### config.mk
export PLATFORM = sky130hd
export DESIGN_NAME = serial_add_sub_unit_flat
export DESIGN_NICKNAME = d
export VERILOG_FILES = /design/src/rtl/serial_add_sub_unit_if.sv /design/src/rtl/serial_add_sub_unit.sv /design/src/flat_wrapper.sv
export SDC_FILE = /design/constraint.sdc
export NUM_CORES = 1
export LEC_CHECK = 0
export BUFFER_PORTS_ARGS = -buffer_cell sky130_fd_sc_hd__buf_4
export CORE_UTILIZATION = 42
export DETAILED_ROUTE_END_ITERATION = 10
export SETUP_SLACK_MARGIN = 0.1
export SLEW_MARGIN = 0
export SYNTH_ARGS = -nofsm -noshare
export SYNTH_HDL_FRONTEND = slang
export SYNTH_SLANG_ARGS = --single-unit
export TNS_END_PERCENT = 5
### constraint.sdc
create_clock -name clk_i -period 3.9 [get_ports clk_i]
set_input_delay 0.78 -clock clk_i [delete_from_list [all_inputs] [get_ports clk_i]]
set_output_delay 0.78 -clock clk_i [all_outputs]
set_load 0.05 [all_outputs]
### src/rtl/serial_add_sub_unit_if.sv
// Handshake and operand/result bundle for the bit-serial adder/subtractor.
// The master side issues operands and accepts results; the slave side is the unit.
interface serial_add_sub_unit_if #(
   parameter int WIDTH = 4
);
   logic             in_valid_i;
   logic             in_ready_o;
   logic [WIDTH-1:0] a_i;
   logic [WIDTH-1:0] b_i;
   logic             sub_i;
   logic             cin_i;
   logic             out_valid_o;
   logic             out_ready_i;
   logic [WIDTH-1:0] s_o;
   logic             cout_o;
   logic             ovf_o;

   modport master (
      output in_valid_i, a_i, b_i, sub_i, cin_i, out_ready_i,
      input  in_ready_o, out_valid_o, s_o, cout_o, ovf_o
   );

   modport slave (
      input  in_valid_i, a_i, b_i, sub_i, cin_i, out_ready_i,
      output in_ready_o, out_valid_o, s_o, cout_o, ovf_o
   );
endinterface

### src/rtl/serial_add_sub_unit.sv
// Bit-serial WIDTH-bit adder/subtractor, one bit per clock, LSB first.
// Subtraction is a + ~b + ~borrow_in; the carry-out is inverted to give a borrow.
// Results match a combinational ripple adder/subtractor: sum, carry/borrow, overflow.
module serial_add_sub_unit #(
   parameter int WIDTH = 4
) (
   input logic                 clk_i,
   input logic                 rst_n_i,
   serial_add_sub_unit_if.slave bus
);
   localparam int                CNT_W    = $clog2(WIDTH);
   localparam logic [CNT_W-1:0]  LAST_BIT = CNT_W'(WIDTH - 1);

   typedef enum logic [1:0] {
      IDLE = 2'd0,
      CALC = 2'd1,
      DONE = 2'd2
   } state_t;

   state_t           state;
   logic             in_ready_q;
   logic             out_valid_q;
   logic             cout_q;
   logic             ovf_q;
   logic             carry_q;
   logic             sub_q;
   logic [CNT_W-1:0] bit_cnt;
   logic [WIDTH-1:0] s_q;

   // Operand shift registers and partial result (pure datapath, no reset)
   logic [WIDTH-1:0] a_sh;
   logic [WIDTH-1:0] b_sh;
   logic [WIDTH-2:0] s_work;
   logic [WIDTH-1:0] s_next;

   logic a_bit;
   logic b_bit;
   logic s_bit;
   logic carry_nxt;
   logic accept;
   logic last_step;

   function automatic logic maj3(input logic x, input logic y, input logic z);
      return (x & y) | (x & z) | (y & z);
   endfunction

   // b is stored already conditioned by sub, so each step is a plain full add
   assign a_bit     = a_sh[0];
   assign b_bit     = b_sh[0];
   assign s_bit     = a_bit ^ b_bit ^ carry_q;
   assign carry_nxt = maj3(a_bit, b_bit, carry_q);
   assign s_next    = {s_bit, s_work};

   assign accept    = (state == IDLE) && in_ready_q && bus.in_valid_i;
   assign last_step = (state == CALC) && (bit_cnt == LAST_BIT);

   // Control FSM: handshakes, bit counter, carry flop and registered results
   always_ff @(posedge clk_i or negedge rst_n_i) begin
      if (!rst_n_i) begin
         state       <= IDLE;
         in_ready_q  <= 1'b0;
         out_valid_q <= 1'b0;
         s_q         <= '0;
         cout_q      <= 1'b0;
         ovf_q       <= 1'b0;
         carry_q     <= 1'b0;
         sub_q       <= 1'b0;
         bit_cnt     <= '0;
      end else begin
         case (state)
            IDLE: begin
               if (accept) begin
                  sub_q      <= bus.sub_i;
                  carry_q    <= bus.sub_i ? ~bus.cin_i : bus.cin_i;
                  bit_cnt    <= '0;
                  in_ready_q <= 1'b0;
                  state      <= CALC;
               end else begin
                  in_ready_q <= 1'b1;
               end
            end
            CALC: begin
               carry_q <= carry_nxt;
               bit_cnt <= bit_cnt + CNT_W'(1);
               if (last_step) begin
                  s_q         <= s_next;
                  ovf_q       <= carry_q ^ carry_nxt;
                  cout_q      <= sub_q ? ~carry_nxt : carry_nxt;
                  out_valid_q <= 1'b1;
                  state       <= DONE;
               end
            end
            DONE: begin
               if (bus.out_ready_i) begin
                  out_valid_q <= 1'b0;
                  in_ready_q  <= 1'b1;
                  state       <= IDLE;
               end
            end
            default: begin
               state       <= IDLE;
               in_ready_q  <= 1'b0;
               out_valid_q <= 1'b0;
            end
         endcase
      end
   end

   // Operand capture on accept, then shift one bit per cycle while calculating
   always_ff @(posedge clk_i) begin
      if (accept) begin
         a_sh <= bus.a_i;
         b_sh <= bus.b_i ^ {WIDTH{bus.sub_i}};
      end else if (state == CALC) begin
         a_sh   <= a_sh >> 1;
         b_sh   <= b_sh >> 1;
         s_work <= s_next[WIDTH-1:1];
      end
   end

   assign bus.in_ready_o  = in_ready_q;
   assign bus.out_valid_o = out_valid_q;
   assign bus.s_o         = s_q;
   assign bus.cout_o      = cout_q;
   assign bus.ovf_o       = ovf_q;
endmodule

### src/flat_wrapper.sv
// flat-port wrapper written by rule: the top's interface ports become plain ports
module serial_add_sub_unit_flat 
#(
   parameter int WIDTH = 4
)
  (clk_i, rst_n_i, bus_in_valid_i, bus_a_i, bus_b_i, bus_sub_i, bus_cin_i, bus_out_ready_i, bus_in_ready_o, bus_out_valid_o, bus_s_o, bus_cout_o, bus_ovf_o);
  serial_add_sub_unit_if #(.WIDTH(WIDTH)) bus_i ();
  input logic clk_i;
  input logic rst_n_i;
  input wire logic [$bits(bus_i.in_valid_i)-1:0] bus_in_valid_i;
  input wire logic [$bits(bus_i.a_i)-1:0] bus_a_i;
  input wire logic [$bits(bus_i.b_i)-1:0] bus_b_i;
  input wire logic [$bits(bus_i.sub_i)-1:0] bus_sub_i;
  input wire logic [$bits(bus_i.cin_i)-1:0] bus_cin_i;
  input wire logic [$bits(bus_i.out_ready_i)-1:0] bus_out_ready_i;
  output wire logic [$bits(bus_i.in_ready_o)-1:0] bus_in_ready_o;
  output wire logic [$bits(bus_i.out_valid_o)-1:0] bus_out_valid_o;
  output wire logic [$bits(bus_i.s_o)-1:0] bus_s_o;
  output wire logic [$bits(bus_i.cout_o)-1:0] bus_cout_o;
  output wire logic [$bits(bus_i.ovf_o)-1:0] bus_ovf_o;
  assign bus_i.in_valid_i = bus_in_valid_i;
  assign bus_i.a_i = bus_a_i;
  assign bus_i.b_i = bus_b_i;
  assign bus_i.sub_i = bus_sub_i;
  assign bus_i.cin_i = bus_cin_i;
  assign bus_i.out_ready_i = bus_out_ready_i;
  assign bus_in_ready_o = bus_i.in_ready_o;
  assign bus_out_valid_o = bus_i.out_valid_o;
  assign bus_s_o = bus_i.s_o;
  assign bus_cout_o = bus_i.cout_o;
  assign bus_ovf_o = bus_i.ovf_o;
  serial_add_sub_unit #(.WIDTH(WIDTH)) u_core (.clk_i(clk_i), .rst_n_i(rst_n_i), .bus(bus_i));
endmodule
==> results_dict.tcl, run 1 <==
set metrics [dict create \
    grt-ovfl-total 0 \
    rows 18 \
    start_util 0.4494 \
    num_vias 685 \
    start_kind "flop" \
    wl_per_cell_um 12.14 \
    cp_max_fo 5 \
    p_total_mw 1.152 \
    ant_nets 0 \
    ir_drop_mv 0.4747 \
    worst_pin_slew_ns 0.3724 \
    leakage_nw 0.5990 \
    yosysMostFrequentCell "nand2_1" \
    synth_flop_cell "dfrtp_1" \
    startpoint "u_core.bus.in_ready_o" \
    synth_area_leader_cell "dfrtp_1" \
    grt_first_pass_wirelength_um 2973 \
    setup_viol 0 \
    hold_path_class "in -> async" \
    hold_viol_final 0 \
    synthCells 92 \
    cts-root-buf "clkbuf_4" \
    clkTransAtPathRegs_ns 0.14 \
    cp.depth 1 \
    layout.nets 131 \
    cts_buffers 3 \
    drc_errors 0 \
    crit_type "reg -> out" \
    cts_buffer_depth 2 \
    place.gp.congestion 0.7438 \
    grtUsageTotal 0.1496 \
    core_region_area_mm2 0.002522 \
    fill_cells 246 \
    clock_latency_ns 0.32 \
    finalMaxSlewViolations 0 \
    max_stage_delay_ns 0.47 \
    path_cells "buf_4" \
    vias_per_cell 4.757 \
    drive_gt1_frac 0.2895 \
    n_antenna_cell 0 \
    period_needed_ns 1.796 \
    drtIter0Drc 2 \
    r2r_start "u_core.state[0]" \
    cpLargestDelayFamily "flip-flops" \
    crit_path_top_delay_cell "dfrtp_1" \
    ys_top_cells_by_area "dfrtp_1 (31%), edfxtp_1 (29%), nand2_1 (7.3%), o21ai_0 (3.5%), xnor2_1 (3.1%)" \
    r2r_slack_ns 2.32 \
    whs_ns 0.2802 \
    syn_avg_cell_area_um2 12.32 \
    yosysWarnings 0 \
    yosys_register_bits 25 \
    dr.pass1.iters 3 \
    dpl.hpwl_um 1272 \
    grt_max_degree 16 \
    ys_seq_area_frac 0.6004 \
    r2r_cells 2 \
    dieArea_mm2 0.002911 \
    cts_resized 0 \
    area_growth_pct 16.89 \
    maxCapViolCount 0 \
    synthesis.nets 108 \
    clock_sinks 25 \
    fin_crit_sh 0.4604 \
    synth_edf_count 11 \
    htreeDepth 1 \
    arrival_ns 1.02 \
    fp.dieH_um 53.95 \
    cp-end-kind "output pin" \
    grt_pass1_vias 632 \
    fin_tns_setup_ns 0 \
    postCtsSetupBuffers 0 \
    rsz0062_at_grt "no" \
    synth_area_mm2 0.001134 \
    cts_tree "done" \
    dieWidth_um 53.95 \
    maxSlewHeadroom 0.7511 \
    required_ns 3.12 \
    ys_top_cells_by_count "nand2_1 (22), dfrtp_1 (14), edfxtp_1 (11), o21ai_0 (8), inv_1 (5)" \
    num_io_pins 22 \
    critPathBufInv 1 \
    antenna_found_initial 0 \
    async_flop_share 0.5600 \
    clock_skew_ns 0.007573 \
    ys_types 24 \
    portBuffers 21 \
    powerDensity_mw_per_mm2 869.8 \
    outcome "finished, final reports clean" \
    totalWireLength_um 1748 \
    synth.top_cell.area_share 0.3091 \
    fmax_ghz 0.5569 \
    hold_buffers 0 \
]
==> cell usage in the layout (no fill, tap or decap), drive strengths merged, types with 4 or more instances in the layout <==
| master | Yosys | final |
|---|---|---|
| edfxtp | 11 | 11 |
| buf | 3 | 21 |
| xnor2 | 4 | 4 |
| inv | 5 | 5 |
| dfrtp | 14 | 14 |
| nand2 | 22 | 22 |
| o21ai | 11 | 11 |
==> area by class of cell <==
cell class                      count  area, um2  area share
Multi-Input combinational cell     59      400.4      0.3022
Clock inverter                      1      7.507    0.005666
Tap cell                           30      37.54     0.02833
Inverter                            5      18.77     0.01416
Clock buffer                        3      22.52     0.01700
Sequential cell                    25      680.7      0.5137
Timing Repair Buffer               21      157.7      0.1190
==> flip-flops by register name, indices dropped and copies added, names as in the netlist <==
| signal | cells |
|---|---|
| u_core.b_sh | 4 |
| u_core.bus.in_ready_o | 1 |
| u_core.bit_cnt | 2 |
| u_core.bus.ovf_o | 1 |
| u_core.carry_q | 1 |
| u_core.bus.out_valid_o | 1 |
| u_core.sub_q | 1 |
| u_core.state | 2 |
| u_core.bus.cout_o | 1 |
| u_core.s_work | 3 |
| u_core.bus.s_o | 4 |
| u_core.a_sh | 4 |
==> layer usage <==
layer / track usage / wire (um)
met5: 0 / 0
met4: 0.06579 / 15
met3: 0.03390 / 60
met2: 0.2202 / 796
met1: 0.2090 / 875
==> metrics by stage <==
stage | std cells | setup slack [ns] | cell area, um2 | util
CTS | 144 | 2.090 | 1325 | 0.5253
global placement | 140 | 2.085 | 1295 | 0.5134
floorplan | 92 | 2.406 | 1134 | -
finish | 144 | 2.104 | 1325 | 0.5253
detailed placement | 140 | 2.044 | 1295 | 0.5134
global route | 144 | 2.020 | 1325 | 0.5253
==> final timing paths <==
path | end
setup / recovery | bus_in_ready_o
hold / removal | u_core.bus.s_o[3]
setup reg to reg | u_core.b_sh[1]
hold reg to reg | u_core.s_work[0]
max in group asynchronous | u_core.state[1]
min in group clk_i | u_core.s_work[0]
==> power breakdown <==
group,switching (mW),internal (mW)
clock network,0.0785,0.0391
registers,0.0773,0.443
logic,0.323,0.192
total,0.479,0.674
==> cells by family after synthesis <==
kind of cell	Yosys count	share of synthesized area
AND/OR/NAND/NOR	32	0.1645
multiplexers	3	0.02980
XOR/XNOR	7	0.05408
flip-flops	25	0.6004
AO/OA/AOI/OAI	15	0.07617
adder cells (fa/ha/maj)	2	0.02870
buffers and inverters	8	0.04636
No activity file was read; power rests on OpenSTA's default activity.
==> run 2: changes to the inputs <==
==> constraint.sdc (replaced) <==
create_clock -name clk_i -period 1.8 [get_ports clk_i]
set_input_delay 0.36 -clock clk_i [delete_from_list [all_inputs] [get_ports clk_i]]
set_output_delay 0.36 -clock clk_i [all_outputs]
set_load 0.05 [all_outputs]
==> run 2 against run 1 <==
Effect of this change: via count grew 5.1%; first-iteration DRC count grew to 6.0 times the previous value; sequential share of layout area shrank 0.53 points; count of clock-buffer cells in the layout grew 1; hold slack gained 0.017 ns; non-clock buffer count grew 2; worst setup slack lost 1.7 ns; routed wire length grew 0.57%; critical endpoint unchanged; largest cell class unchanged.
==> results_dict.tcl, run 2 (synthesis gave the netlist of run 1 again) <==
set metrics [dict create \
    clkTransAtPathRegs_ns 0.13 \
    ir_drop_mv 1.157 \
    final_cell_count_no_fill 146 \
    htreeDepth 1 \
    n_antenna_cell 0 \
    dieArea_mm2 0.002911 \
    dieWidth_um 53.95 \
    cts_resized 0 \
    dr.pass1.iters 4 \
    rows 18 \
    cp-end-kind "output pin" \
    required_ns 1.44 \
    grt-ovfl-total 0 \
    start_kind "flop" \
    finalMaxSlewViolations 0 \
    gr-usage-met1 0.1874 \
    grtUsageMet2 0.2099 \
    cts-root-buf "clkbuf_4" \
    hold_path_class "in -> reg" \
    arrival_ns 1.03 \
    cts_buffer_depth 2 \
    p_clk_frac 0.098 \
    worst_pin_slew_ns 0.3661 \
    clock_skew_ns 0.003775 \
    cts_tree "done" \
    max_stage_delay_ns 0.48 \
    num_vias 720 \
    vias_per_cell 4.932 \
    pwr-share-comb 0.452 \
    place_ws_ns 0.4327 \
    start_util 0.4494 \
    hold_viol_final 0 \
    placed_cell_area_mm2 0.001303 \
    powerDensity_mw_per_mm2 1864 \
    maxCapViolCount 0 \
    switchingPower_mw 1.024 \
    final_util 0.5308 \
    drc_errors 0 \
    num_io_pins 22 \
    crit_type "reg -> out" \
    cpLargestDelayFamily "flip-flops" \
    swShare 0.4103 \
    fp.dieH_um 53.95 \
    grt_first_pass_wirelength_um 2704 \
    finish.instance_area_mm2 0.001339 \
    clock_sinks 25 \
    clock_latency_ns 0.31 \
    setup_viol 0 \
    area_growth_pct 18.10 \
    whs_ns 0.2973 \
    fin_crit_sh 0.7724 \
    rsz0062_at_grt "no" \
    dpl.hpwl_um 1339 \
    place.gp.congestion 0.7781 \
    crit_path_top_delay_cell "dfrtp_1" \
    leakage_nw 0.6086 \
    core_region_area_mm2 0.002522 \
    p_int_mw 1.472 \
    p_total_mw 2.496 \
    path_cells "buf_4" \
    outcome "finished, final reports clean" \
    grt_use_met3 0.02542 \
    layout.nets 133 \
    ant_nets 0 \
    grt_max_degree 15 \
    drive_gt1_frac 0.2845 \
    maxSlewHeadroom 0.7553 \
    grt_busiest_layer "met2" \
    critPathBufInv 1 \
    cts_buffers 3 \
    cp_max_fo 5 \
    fin_tns_setup_ns 0 \
    wl_per_cell_um 12.04 \
    final_cell_mix "nand2_1 (22), buf_4 (22), dfrtp_1 (14), edfxtp_1 (11), o21ai_0 (8)" \
    grtUsageTotal 0.1376 \
    setup_ws_ns 0.4097 \
    antenna_found_initial 0 \
    drtIter0Drc 12 \
    seqPwrFrac 0.450 \
    period_needed_ns 1.390 \
    fmax_ghz 0.7193 \
    place_inst 141 \
    portBuffers 21 \
    totalWireLength_um 1758 \
    grt_pass1_vias 616 \
]
run 2: final cells by class:
cell class | count | area (um2)
Fill cell | 230 | 1184
Sequential cell | 25 | 680.7
Multi-Input combinational cell | 59 | 400.4
Timing Repair Buffer | 23 | 175.2
Tap cell | 30 | 37.54
Clock buffer | 4 | 26.28
Inverter | 5 | 18.77
run 2: power groups by stage:
| stage | combinational [mW] | sequential (mW) | clock [mW] |
|---|---|---|---|
| after CTS | 1.15 | 1.13 | 0.251 |
| after global routing | 1.26 | 1.16 | 0.273 |
| after floorplan | 0.625 | 1.37 | 0 |
| after global placement | 1.13 | 1.13 | 0 |
| final | 1.13 | 1.12 | 0.245 |
| after detailed placement | 1.15 | 1.15 | 0 |
run 2: worst paths after layout:
| check | end | cells past startpoint | slack (ns) | startpoint |
|---|---|---|---|---|
| hold reg to reg | u_core.s_work[0] | 0 | 0.47 | u_core.s_work[1] |
| setup reg to reg | u_core.a_sh[3] | 2 | 0.45 | u_core.state[0] |
| min in group asynchronous | u_core.bus.s_o[2] | 2 | 0.41 | rst_n_i |
| hold / removal | u_core.a_sh[0] | 3 | 0.30 | bus_a_i[0] |
| max in group asynchronous | u_core.state[1] | 2 | 1.21 | rst_n_i |
| setup / recovery | bus_in_ready_o | 1 | 0.41 | u_core.bus.in_ready_o |
run 2: what timing repair did:
| item | 4_1_cts | 5_1_grt |
|---|---|---|
| buffers inserted | 0 | 0 |
| hold buffers | 1 | 0 |
| hold endpoints to repair | 14 | 0 |
run 2: per-layer routing:
layer | vias up | routed length (um) | share of wire
met5 | - | 0 | 0
met2 | 21 | 826 | 0.47
met4 | 0 | 24 | 0.014
met1 | 336 | 837 | 0.48
met3 | 4 | 70 | 0.040
li1 | 359 | - | -
run 2: worst register-to-register path, cell delays in order, from the launching register on:
cell and delay (ns):
dfrtp_1 0.50, nand4bb_4 0.24, nand2_1 0.30
==> run 3: changes to the inputs <==
--- a/config.mk
+++ b/config.mk
@@ -8,6 +8,7 @@
 export BUFFER_PORTS_ARGS = -buffer_cell sky130_fd_sc_hd__buf_4
 export CORE_UTILIZATION = 42
 export DETAILED_ROUTE_END_ITERATION = 10
+export PLACE_DENSITY = 0.66
 export SETUP_SLACK_MARGIN = 0.1
 export SLEW_MARGIN = 0
 export SYNTH_ARGS = -nofsm -noshare
==> constraint.sdc (replaced) <==
create_clock -name clk_i -period 1.1 [get_ports clk_i]
set_input_delay 0.22 -clock clk_i [delete_from_list [all_inputs] [get_ports clk_i]]
set_output_delay 0.22 -clock clk_i [all_outputs]
set_load 0.05 [all_outputs]
==> run 3 against run 2 <==
Effect of this change: the run now ends with negative setup slack left; routed wire length rose by 15%; combinational power is 130% higher; critical path depth grew 2; count of clock-buffer cells in the layout is 1 lower; clock skew is 0.0011 ns higher; sequential power grew 63%; critical endpoint is now u_core.s_work[2].
==> results_dict.tcl, run 3 (synthesis gave the netlist of run 1 again) <==
set metrics [dict create \
    outcome "finished, violations left" \
    violations "negative setup slack" \
    clkTransAtPathRegs_ns 0.14 \
    place.gp.congestion 0.7181 \
    clock_sinks 25 \
    dieWidth_um 53.95 \
    max_stage_delay_ns 0.57 \
    crit_path_top_delay_cell "fa_2" \
    totalWireLength_um 2024 \
    cts_buffers 3 \
    maxSlewHeadroom 0.8540 \
    grtUsageTotal 0.1584 \
    arrival_ns 1.34 \
    dieArea_mm2 0.002911 \
    drtIter0Drc 25 \
    cts_buffer_depth 2 \
    grt_max_degree 15 \
    hold_viol_final 0 \
    clock_skew_ns 0.004879 \
    leakage_nw 0.6879 \
    cts-root-buf "clkbuf_4" \
    path_cells "inv_2 > fa_2 > inv_1" \
    maxCapViolCount 0 \
    drive_gt1_frac 0.4531 \
    portBuffers 21 \
    grt-ovfl-total 0 \
    cp_max_fo 2 \
    period_needed_ns 1.243 \
    place_inst 150 \
    critPathBufInv 2 \
    n_antenna_cell 0 \
    htreeDepth 1 \
    setup_viol 31 \
    start_kind "flop" \
    worst_pin_slew_ns 0.2175 \
    final_common_cell "buf_4" \
    final_cell_mix "buf_4 (22), nand2_1 (20), dfrtp_1 (13), edfxtp_1 (11), buf_6 (10)" \
    ant_nets 0 \
    area_growth_pct 33.66 \
    final_cell_count_no_fill 158 \
    setup_ws_ns -0.1429 \
    grt_pass1_vias 717 \
    dr.pass1.iters 4 \
    crit_type "reg -> reg" \
    drc_errors 0 \
    p_total_mw 4.815 \
    num_io_pins 22 \
    cts_tree "done" \
    cpLargestDelayFamily "adder cells" \
    fp.dieH_um 53.95 \
    finalMaxSlewViolations 0 \
    fin_crit_sh 1.130 \
    fmax_ghz 0.8046 \
    dpl.hpwl_um 1395 \
    clock_latency_ns 0.31 \
    ir_drop_mv 2.162 \
    hold_path_class "in -> reg" \
    powerDensity_mw_per_mm2 3178 \
    core_region_area_mm2 0.002522 \
    vias_per_cell 4.854 \
    required_ns 1.20 \
    rows 18 \
    num_vias 767 \
    rsz0062_at_grt "yes" \
    cp-end-kind "flop" \
    start_util 0.4494 \
    layout.nets 145 \
    grt_first_pass_wirelength_um 3146 \
    antenna_found_initial 0 \
    wl_per_cell_um 12.81 \
]
run 3: cell types whose count changed in the layout (fill, tap and decap cells not counted), moves of 2 or more:
cell | previous run | this run
buf_6 | 0 | 10
o21ai_0 | 8 | 2
o21ai_1 | 2 | 8
inv_1 | 5 | 1
inv_2 | 0 | 4
nand2_1 | 22 | 20
run 3: final timing paths:
path                                  start  cells after the start                endpoint  slack (ns)
max                          u_core.b_sh[0]                      3        u_core.s_work[2]       -0.14
min in group asynchronous           rst_n_i                      2          u_core.carry_q        0.28
min                         bus_out_ready_i                      4  u_core.bus.out_valid_o        0.15
max reg2reg                  u_core.b_sh[0]                      3        u_core.s_work[2]       -0.14
min reg2reg                u_core.s_work[2]                      0        u_core.s_work[1]        0.48
max in group asynchronous           rst_n_i                      2   u_core.bus.in_ready_o        0.64
run 3: cell type report:
type	count	area (um2)
Fill cell	216	1007
Sequential cell	25	681.9
Multi-Input combinational cell	59	426.7
Timing Repair Buffer	35	322.8
Tap cell	30	37.54
Clock buffer	3	22.52
Inverter	5	18.77
Clock inverter	1	5.005
run 3: where the power goes:
group	internal [mW]	leakage, nW	total (mW)	switching, mW
clock network	0.136	0.0177	0.408	0.272
registers	1.58	0.279	1.83	0.251
logic	1.17	0.391	2.58	1.41
run 3: layer usage:
metal  vias to the layer above  track usage  routed length (um)
met5                         -            0                   0
met4                         0      0.08772                  37
met3                         4      0.02825                  87
met2                        23       0.2490                 976
met1                       358       0.2051                 923
li1                        382            -                   -
run 3: tightest hold or removal path, delay by kind of cell:
kind                   cells  cell delay (ns)
AO/OA/AOI/OAI              1             0.06
buffers and inverters      1             0.08
AND/OR/NAND/NOR            2             0.08
run 3: timing repair:
| action | CTS | global route |
|---|---|---|
| endpoints found under the hold margin | 14 | 0 |
| resized for setup | 20 | 8 |
| setup endpoints to repair | 42 | 42 |
| hold buffers | 1 | 0 |
| setup buffers | 2 | 1 |
| pin swaps | 5 | 4 |
run 3: per-stage QoR:
| step | util | area, um2 | worst slack [ns] | TNS [ns] | hold WS [ns] |
|---|---|---|---|---|---|
| global route | 0.6007 | 1515 | -0.1768 | -3.937 | 0.1389 |
| global placement | 0.5506 | 1389 | -0.1022 | -1.838 | 0.08278 |
| detailed placement | 0.5506 | 1389 | -0.1443 | -2.203 | 0.08245 |
| floorplan | - | 1140 | -0.1347 | -2.301 | -0.07559 |
| finish | 0.6007 | 1515 | -0.1429 | -1.889 | 0.1534 |
| CTS | 0.5918 | 1493 | -0.1423 | -1.760 | 0.1454 |
